File: src/rtl/ram_port_arbiter_pkg.sv
// Shared encodings and the arbitration rule for the two-port RAM arbiter.
package ram_port_arbiter_pkg;

  typedef enum logic [1:0] {
    ST_IDLE  = 2'd0,
    ST_SERVE = 2'd1,
    ST_RESP  = 2'd2
  } state_t;

  localparam logic OWNER_A = 1'b0;
  localparam logic OWNER_B = 1'b1;

  // A lone requester always wins; a tie goes to the side holding priority.
  function automatic logic pick_winner(input logic a_req, input logic b_req,
                                       input logic prio);
    if (a_req && b_req) return prio;
    else if (b_req)     return OWNER_B;
    else                return OWNER_A;
  endfunction

endpackage

File: src/rtl/ram_port_arbiter_if.sv
// One requester's req/ack access channel into the shared RAM.
interface ram_port_arbiter_if #(
  parameter int WIDTH  = 16,
  parameter int ADDR_W = 3
) ();

  logic              req;
  logic              we;
  logic [ADDR_W-1:0] addr;
  logic [WIDTH-1:0]  wdata;
  logic              ack;
  logic [WIDTH-1:0]  rdata;

  modport master (output req, we, addr, wdata, input ack, rdata);
  modport slave  (input req, we, addr, wdata, output ack, rdata);

endinterface

File: src/rtl/ram_port_arbiter_ram_bank.sv
// Register-file storage: load-enabled words, combinational read.
module ram_bank #(
  parameter int WIDTH  = 16,
  parameter int ADDR_W = 3
) (
  input  logic              clk,
  input  logic              load,
  input  logic [ADDR_W-1:0] addr,
  input  logic [WIDTH-1:0]  din,
  output logic [WIDTH-1:0]  dout
);

  logic [WIDTH-1:0] mem [2**ADDR_W];

  // Write the addressed word when load is set; contents survive reset.
  always_ff @(posedge clk) begin
    if (load) mem[addr] <= din;
  end

  assign dout = mem[addr];

endmodule

File: src/rtl/ram_port_arbiter.sv
// Round-robin arbiter sharing one single-port RAM between requesters A and B.
// Each access takes IDLE -> SERVE -> RESP, so acks arrive two cycles after
// the request is seen and accesses are spaced three cycles apart.
module ram_port_arbiter
  import ram_port_arbiter_pkg::*;
#(
  parameter int WIDTH  = 16,
  parameter int ADDR_W = 3
) (
  input  logic               clk,
  input  logic               reset,
  ram_port_arbiter_if.slave  a,
  ram_port_arbiter_if.slave  b,
  output logic               busy,
  output logic               owner
);

  state_t            state;
  logic              prio;
  logic              owner_q;
  logic              busy_q;
  logic              a_ack_q, b_ack_q;
  logic [WIDTH-1:0]  a_rdata_q, b_rdata_q;

  logic              sel_we;
  logic [ADDR_W-1:0] sel_addr;
  logic [WIDTH-1:0]  sel_wdata;
  logic [WIDTH-1:0]  ram_dout;
  logic              ram_load;

  assign sel_we    = (owner_q == OWNER_B) ? b.we    : a.we;
  assign sel_addr  = (owner_q == OWNER_B) ? b.addr  : a.addr;
  assign sel_wdata = (owner_q == OWNER_B) ? b.wdata : a.wdata;

  // A reset landing in SERVE must not let the pending write reach the array.
  assign ram_load = (state == ST_SERVE) && sel_we && !reset;

  ram_bank #(.WIDTH(WIDTH), .ADDR_W(ADDR_W)) u_bank (
    .clk  (clk),
    .load (ram_load),
    .addr (sel_addr),
    .din  (sel_wdata),
    .dout (ram_dout)
  );

  // Arbitration FSM with registered ack, rdata, owner and busy.
  always_ff @(posedge clk) begin
    if (reset) begin
      state     <= ST_IDLE;
      prio      <= OWNER_A;
      owner_q   <= OWNER_A;
      busy_q    <= 1'b0;
      a_ack_q   <= 1'b0;
      b_ack_q   <= 1'b0;
      a_rdata_q <= '0;
      b_rdata_q <= '0;
    end else begin
      a_ack_q <= 1'b0;
      b_ack_q <= 1'b0;
      case (state)
        ST_IDLE: begin
          if (a.req || b.req) begin
            owner_q <= pick_winner(a.req, b.req, prio);
            busy_q  <= 1'b1;
            state   <= ST_SERVE;
          end
        end
        ST_SERVE: begin
          // Only reads refresh the requester's rdata register.
          if (!sel_we) begin
            if (owner_q == OWNER_B) b_rdata_q <= ram_dout;
            else                    a_rdata_q <= ram_dout;
          end
          if (owner_q == OWNER_B) b_ack_q <= 1'b1;
          else                    a_ack_q <= 1'b1;
          prio  <= ~owner_q;
          state <= ST_RESP;
        end
        ST_RESP: begin
          busy_q <= 1'b0;
          state  <= ST_IDLE;
        end
        default: state <= ST_IDLE;
      endcase
    end
  end

  // Reset arriving during RESP kills the ack pulse immediately.
  assign a.ack   = a_ack_q && !reset;
  assign b.ack   = b_ack_q && !reset;
  assign a.rdata = a_rdata_q;
  assign b.rdata = b_rdata_q;
  assign busy    = busy_q;
  assign owner   = owner_q;

endmodule
File: src/flat_wrapper.sv
// flat-port wrapper written by rule: the top's interface ports become plain ports
module ram_port_arbiter_flat import ram_port_arbiter_pkg::*;
#(
  parameter int WIDTH  = 16,
  parameter int ADDR_W = 3
)
  (clk, reset, busy, owner, a_req, a_we, a_addr, a_wdata, a_ack, a_rdata, b_req, b_we, b_addr, b_wdata, b_ack, b_rdata);
  ram_port_arbiter_if #(.WIDTH(WIDTH), .ADDR_W(ADDR_W)) a_i ();
  ram_port_arbiter_if #(.WIDTH(WIDTH), .ADDR_W(ADDR_W)) b_i ();
  input  logic clk;
  input  logic reset;
  output logic busy;
  output logic owner;
  input wire logic [$bits(a_i.req)-1:0] a_req;
  input wire logic [$bits(a_i.we)-1:0] a_we;
  input wire logic [$bits(a_i.addr)-1:0] a_addr;
  input wire logic [$bits(a_i.wdata)-1:0] a_wdata;
  output wire logic [$bits(a_i.ack)-1:0] a_ack;
  output wire logic [$bits(a_i.rdata)-1:0] a_rdata;
  input wire logic [$bits(b_i.req)-1:0] b_req;
  input wire logic [$bits(b_i.we)-1:0] b_we;
  input wire logic [$bits(b_i.addr)-1:0] b_addr;
  input wire logic [$bits(b_i.wdata)-1:0] b_wdata;
  output wire logic [$bits(b_i.ack)-1:0] b_ack;
  output wire logic [$bits(b_i.rdata)-1:0] b_rdata;
  assign a_i.req = a_req;
  assign a_i.we = a_we;
  assign a_i.addr = a_addr;
  assign a_i.wdata = a_wdata;
  assign a_ack = a_i.ack;
  assign a_rdata = a_i.rdata;
  assign b_i.req = b_req;
  assign b_i.we = b_we;
  assign b_i.addr = b_addr;
  assign b_i.wdata = b_wdata;
  assign b_ack = b_i.ack;
  assign b_rdata = b_i.rdata;
  ram_port_arbiter #(.WIDTH(WIDTH), .ADDR_W(ADDR_W)) u_core (.clk(clk), .reset(reset), .a(a_i), .b(b_i), .busy(busy), .owner(owner));
endmodule
File: config.mk
export PLATFORM = sky130hd
export DESIGN_NAME = ram_port_arbiter_flat
export DESIGN_NICKNAME = d
export VERILOG_FILES = /design/src/rtl/ram_port_arbiter_pkg.sv /design/src/rtl/ram_port_arbiter_if.sv /design/src/rtl/ram_port_arbiter_ram_bank.sv /design/src/rtl/ram_port_arbiter.sv /design/src/flat_wrapper.sv
export SDC_FILE = /design/constraint.sdc
export NUM_CORES = 1
export LEC_CHECK = 0
export BUFFER_PORTS_ARGS = -buffer_cell sky130_fd_sc_hd__buf_2
export CAP_MARGIN = 5
export CORE_MARGIN = 2
export CORE_UTILIZATION = 50
export DETAILED_ROUTE_END_ITERATION = 8
export PLACE_DENSITY = 0.7
export REMOVE_ABC_BUFFERS = 1
export SLEW_MARGIN = 20
export SYNTH_ARGS = -nofsm -noshare
export SYNTH_HDL_FRONTEND = slang
export SYNTH_SLANG_ARGS = --single-unit
File: constraint.sdc
create_clock -name clk -period 5.8 [get_ports clk]
set_clock_uncertainty 0.1 [all_clocks]
set_input_delay 0.87 -clock clk [delete_from_list [all_inputs] [get_ports clk]]
set_output_delay 0.87 -clock clk [all_outputs]
set_load 0.005 [all_outputs]
==> results.yml <==
sta:
  max_freq_mhz: 301
  final.period_utilization_pct: 57.2
  post-route-min-period_ps: 3320
  hold_slack_ps: 388
  grt_setup_unrepaired: "no"
  timing.slew.headroom_pct: 24.8
  timing_max_transition_violations_final: 0
  worst_pin_slew_ps: 1130
  final_hold_viol_count: 0
  setup_viol: 0
setup_path:
  critPathMaxStageDelay_ps: 900
  worstSetupStartpointType: "flop"
  criticalPathCategory: "flop to flop"
  worstPathBufferInverterCount: 2
  crit_family: "simple AND/OR/NAND/NOR gates"
  worst-path-max-fanout: 65
  worstSetupEndpointType: "flop"
  cp_slowest_cell: "sky130_fd_sc_hd__dfxtp_2"
  cp.required_ps: 5830
  worstPathCellList: "mux2i_4, buf_4, nand2b_1, nor2_1, buf_4"
  cp_data_arrival_time_ps: 3350
  critPathMostFrequentCell: "sky130_fd_sc_hd__buf_4"
clock_network:
  cts_root_buffer: "sky130_fd_sc_hd__clkbuf_16"
  postCtsResizedCells: 0
  clkSlewWorstSetupHoldPaths_ps: 60
  ctsLongestPathBuffers: 2
  ctsHtreeMaxLevel: 4
  cts_buffers: 17
  cts_hold_repair.buffers: 0
  cts_tree: "yes"
  clock_latency_ps: 420
  post_cts_buffers: 0
  cts_sinks: 167
global_routing:
  grt_max_degree: 66
  globalRoute.totalOverflow: 0
  use_met1_pct: 27.7
  grtUsageMet2_pct: 33.5
  via_count_of_the_first_global_routing_pass: 3884
  met3_track_demand_over_resource_pct: 5.16
  grt.total_usage_pct: 20.6
  grt_most_used_layer: "met2"
  antenna_found_initial: 0
  grt_pass1_wl_um: 21500
routing:
  drc: 0
  wirelength_um: 14000
  number_of_iterations_in_the_first_detailed_routing_pass: 5
  num_vias: 3904
  drt_iter0_markers: 307
  wire_per_inst_um: 20.4
  post_drt_via_cell_ratio: 5.70
  final_antenna_net_count: 0
cells_and_area:
  n_fill_cell: 981
  multiInputGateArea_mm2: 0.00176
  area_growth_pct: 18.1
  most_common_library_cell_in_the_layout_ignoring_fill_and_taps: "sky130_fd_sc_hd__edfxtp_1"
  final-seq-area_mm2: 0.00463
  insertedDiodeCount: 0
  most-common-layout-cells: "128 x sky130_fd_sc_hd__edfxtp_1, 79 x sky130_fd_sc_hd__buf_2, 65 x sky130_fd_sc_hd__mux2i_1"
  final_layout_size_suffix_gt1_share_pct: 29.0
  fin_nets: 544
logic_synthesis:
  synth-seq-cells: 167
  synth-seq-area-share_pct: 70.6
  post_synth_instance_area_mm2: 0.00655
  yosysWarningCount: 0
  async_reset_ff_share_pct: 0
  synth_enable_flop_cells: 128
  synth.avg_cell_area_um2: 15.9
  ys_dominant_reg_cell: "sky130_fd_sc_hd__edfxtp_1"
  synthesis.instances: 411
  synthDistinctLibCells: 33
floorplanning:
  die_area_mm2: 0.0140
  start_util_pct: 51.5
  die_height_um: 118
  core.rowCount: 41
  boundaryPins: 80
  fp.dieW_um: 118
  floorplan.core_area_mm2: 0.0127
placed_design:
  buffer_ports.inserted: 79
  dpl.hpwl_um: 8600
  gp_congestion: 0.724
power:
  leakagePower_nw: 2.85
  design_power_total_w: 0.00269
  max-vdd-ir-drop_uv: 185
  power_per_cell_area_mw_per_mm2: 348
run:
  maxCapViolCount: 0
worst_hold_path:
  worstHoldPathType: "flop to flop"
status:
  status: "complete, no violations"
cell usage after synthesis (4+ instances only):
master	number	area share [%]
sky130_fd_sc_hd__clkbuf_1	12	0.69
sky130_fd_sc_hd__o21ai_0	17	1.3
sky130_fd_sc_hd__edfxtp_1	128	59
sky130_fd_sc_hd__dfxtp_1	39	12
sky130_fd_sc_hd__nand2b_1	4	0.38
sky130_fd_sc_hd__mux2_2	16	2.8
sky130_fd_sc_hd__buf_2	4	0.31
sky130_fd_sc_hd__a31oi_1	16	1.5
sky130_fd_sc_hd__a311oi_1	15	2.0
sky130_fd_sc_hd__o22a_1	32	4.3
sky130_fd_sc_hd__mux2i_1	65	9.9
sky130_fd_sc_hd__nor2_1	31	1.8
worst reg2reg max path, stage by stage (launching register included):
cell and delay [ps]:
sky130_fd_sc_hd__dfxtp_2 900, sky130_fd_sc_hd__mux2i_4 140, sky130_fd_sc_hd__buf_4 440, sky130_fd_sc_hd__nand2b_1 400
sky130_fd_sc_hd__nor2_1 720, sky130_fd_sc_hd__buf_4 320
cell type report:
cell class	instances	area share, %
Clock buffer	18	5.55
Timing Repair Buffer	94	6.57
Multi-Input combinational cell	217	22.8
Inverter	3	0.146
Sequential cell	167	59.8
Tap cell	172	2.78
Clock inverter	14	2.36
state kept, by name (all words and copies together), names as in the netlist:
signal and flops:
u_core.busy 1, u_core.b.rdata 16, u_core.a_ack_q 1, u_core.prio 1, u_core.b_ack_q 1, u_core.u_bank.mem 128
u_core.a.rdata 16, u_core.state 2, u_core.owner 1
layer usage:
layer | wire, µm | vias up | share of wire [%]
li1 | - | 1806 | -
met2 | 6710 | 157 | 48
met5 | 0 | - | 0
met1 | 6220 | 1927 | 44
met4 | 160 | 0 | 1.1
met3 | 904 | 14 | 6.5
where the power goes:
group | total, W | internal, W | switching, W
registers | 0.00133 | 0.00132 | 0.0000147
logic | 0.000207 | 0.0000870 | 0.000120
clock network | 0.00115 | 0.000715 | 0.000437
total | 0.00269 | 0.00212 | 0.000572
path summary, 6_finish.rpt:
check / cells after the start / to / from / slack (ps)
max reg2reg: 5 / u_core.u_bank.mem[3][0]$_DFFE_PP_ / u_core.owner$_SDFFE_PP0P_ / 2480
min reg2reg: 1 / u_core.busy$_SDFFE_PP0P_ / u_core.busy$_SDFFE_PP0P_ / 390
max: 5 / u_core.u_bank.mem[3][0]$_DFFE_PP_ / u_core.owner$_SDFFE_PP0P_ / 2480
min: 1 / u_core.busy$_SDFFE_PP0P_ / u_core.busy$_SDFFE_PP0P_ / 390
metrics by stage:
step	instances	area, µm²	worst slack, ps	util, %	TNS, ps
3_5_place_dp	653	7120	2430	56.0	0
6_report	685	7740	2480	60.8	0
2_1_floorplan	387	6380	-82.1	-	-5240
3_3_place_gp	653	7120	2490	56.0	0
4_1_cts	685	7740	2400	60.8	0
5_1_grt	685	7740	2240	60.8	0
cells by family after synthesis:
kind of cell / Yosys count / synth area share, %
buffers and inverters: 27 / 2.77
muxes: 82 / 12.9
AOI/OAI and AO/OA: 88 / 10.6
and+or+nand+nor: 47 / 3.15
DFF: 167 / 70.6
Power figures use the tool's default switching activity.
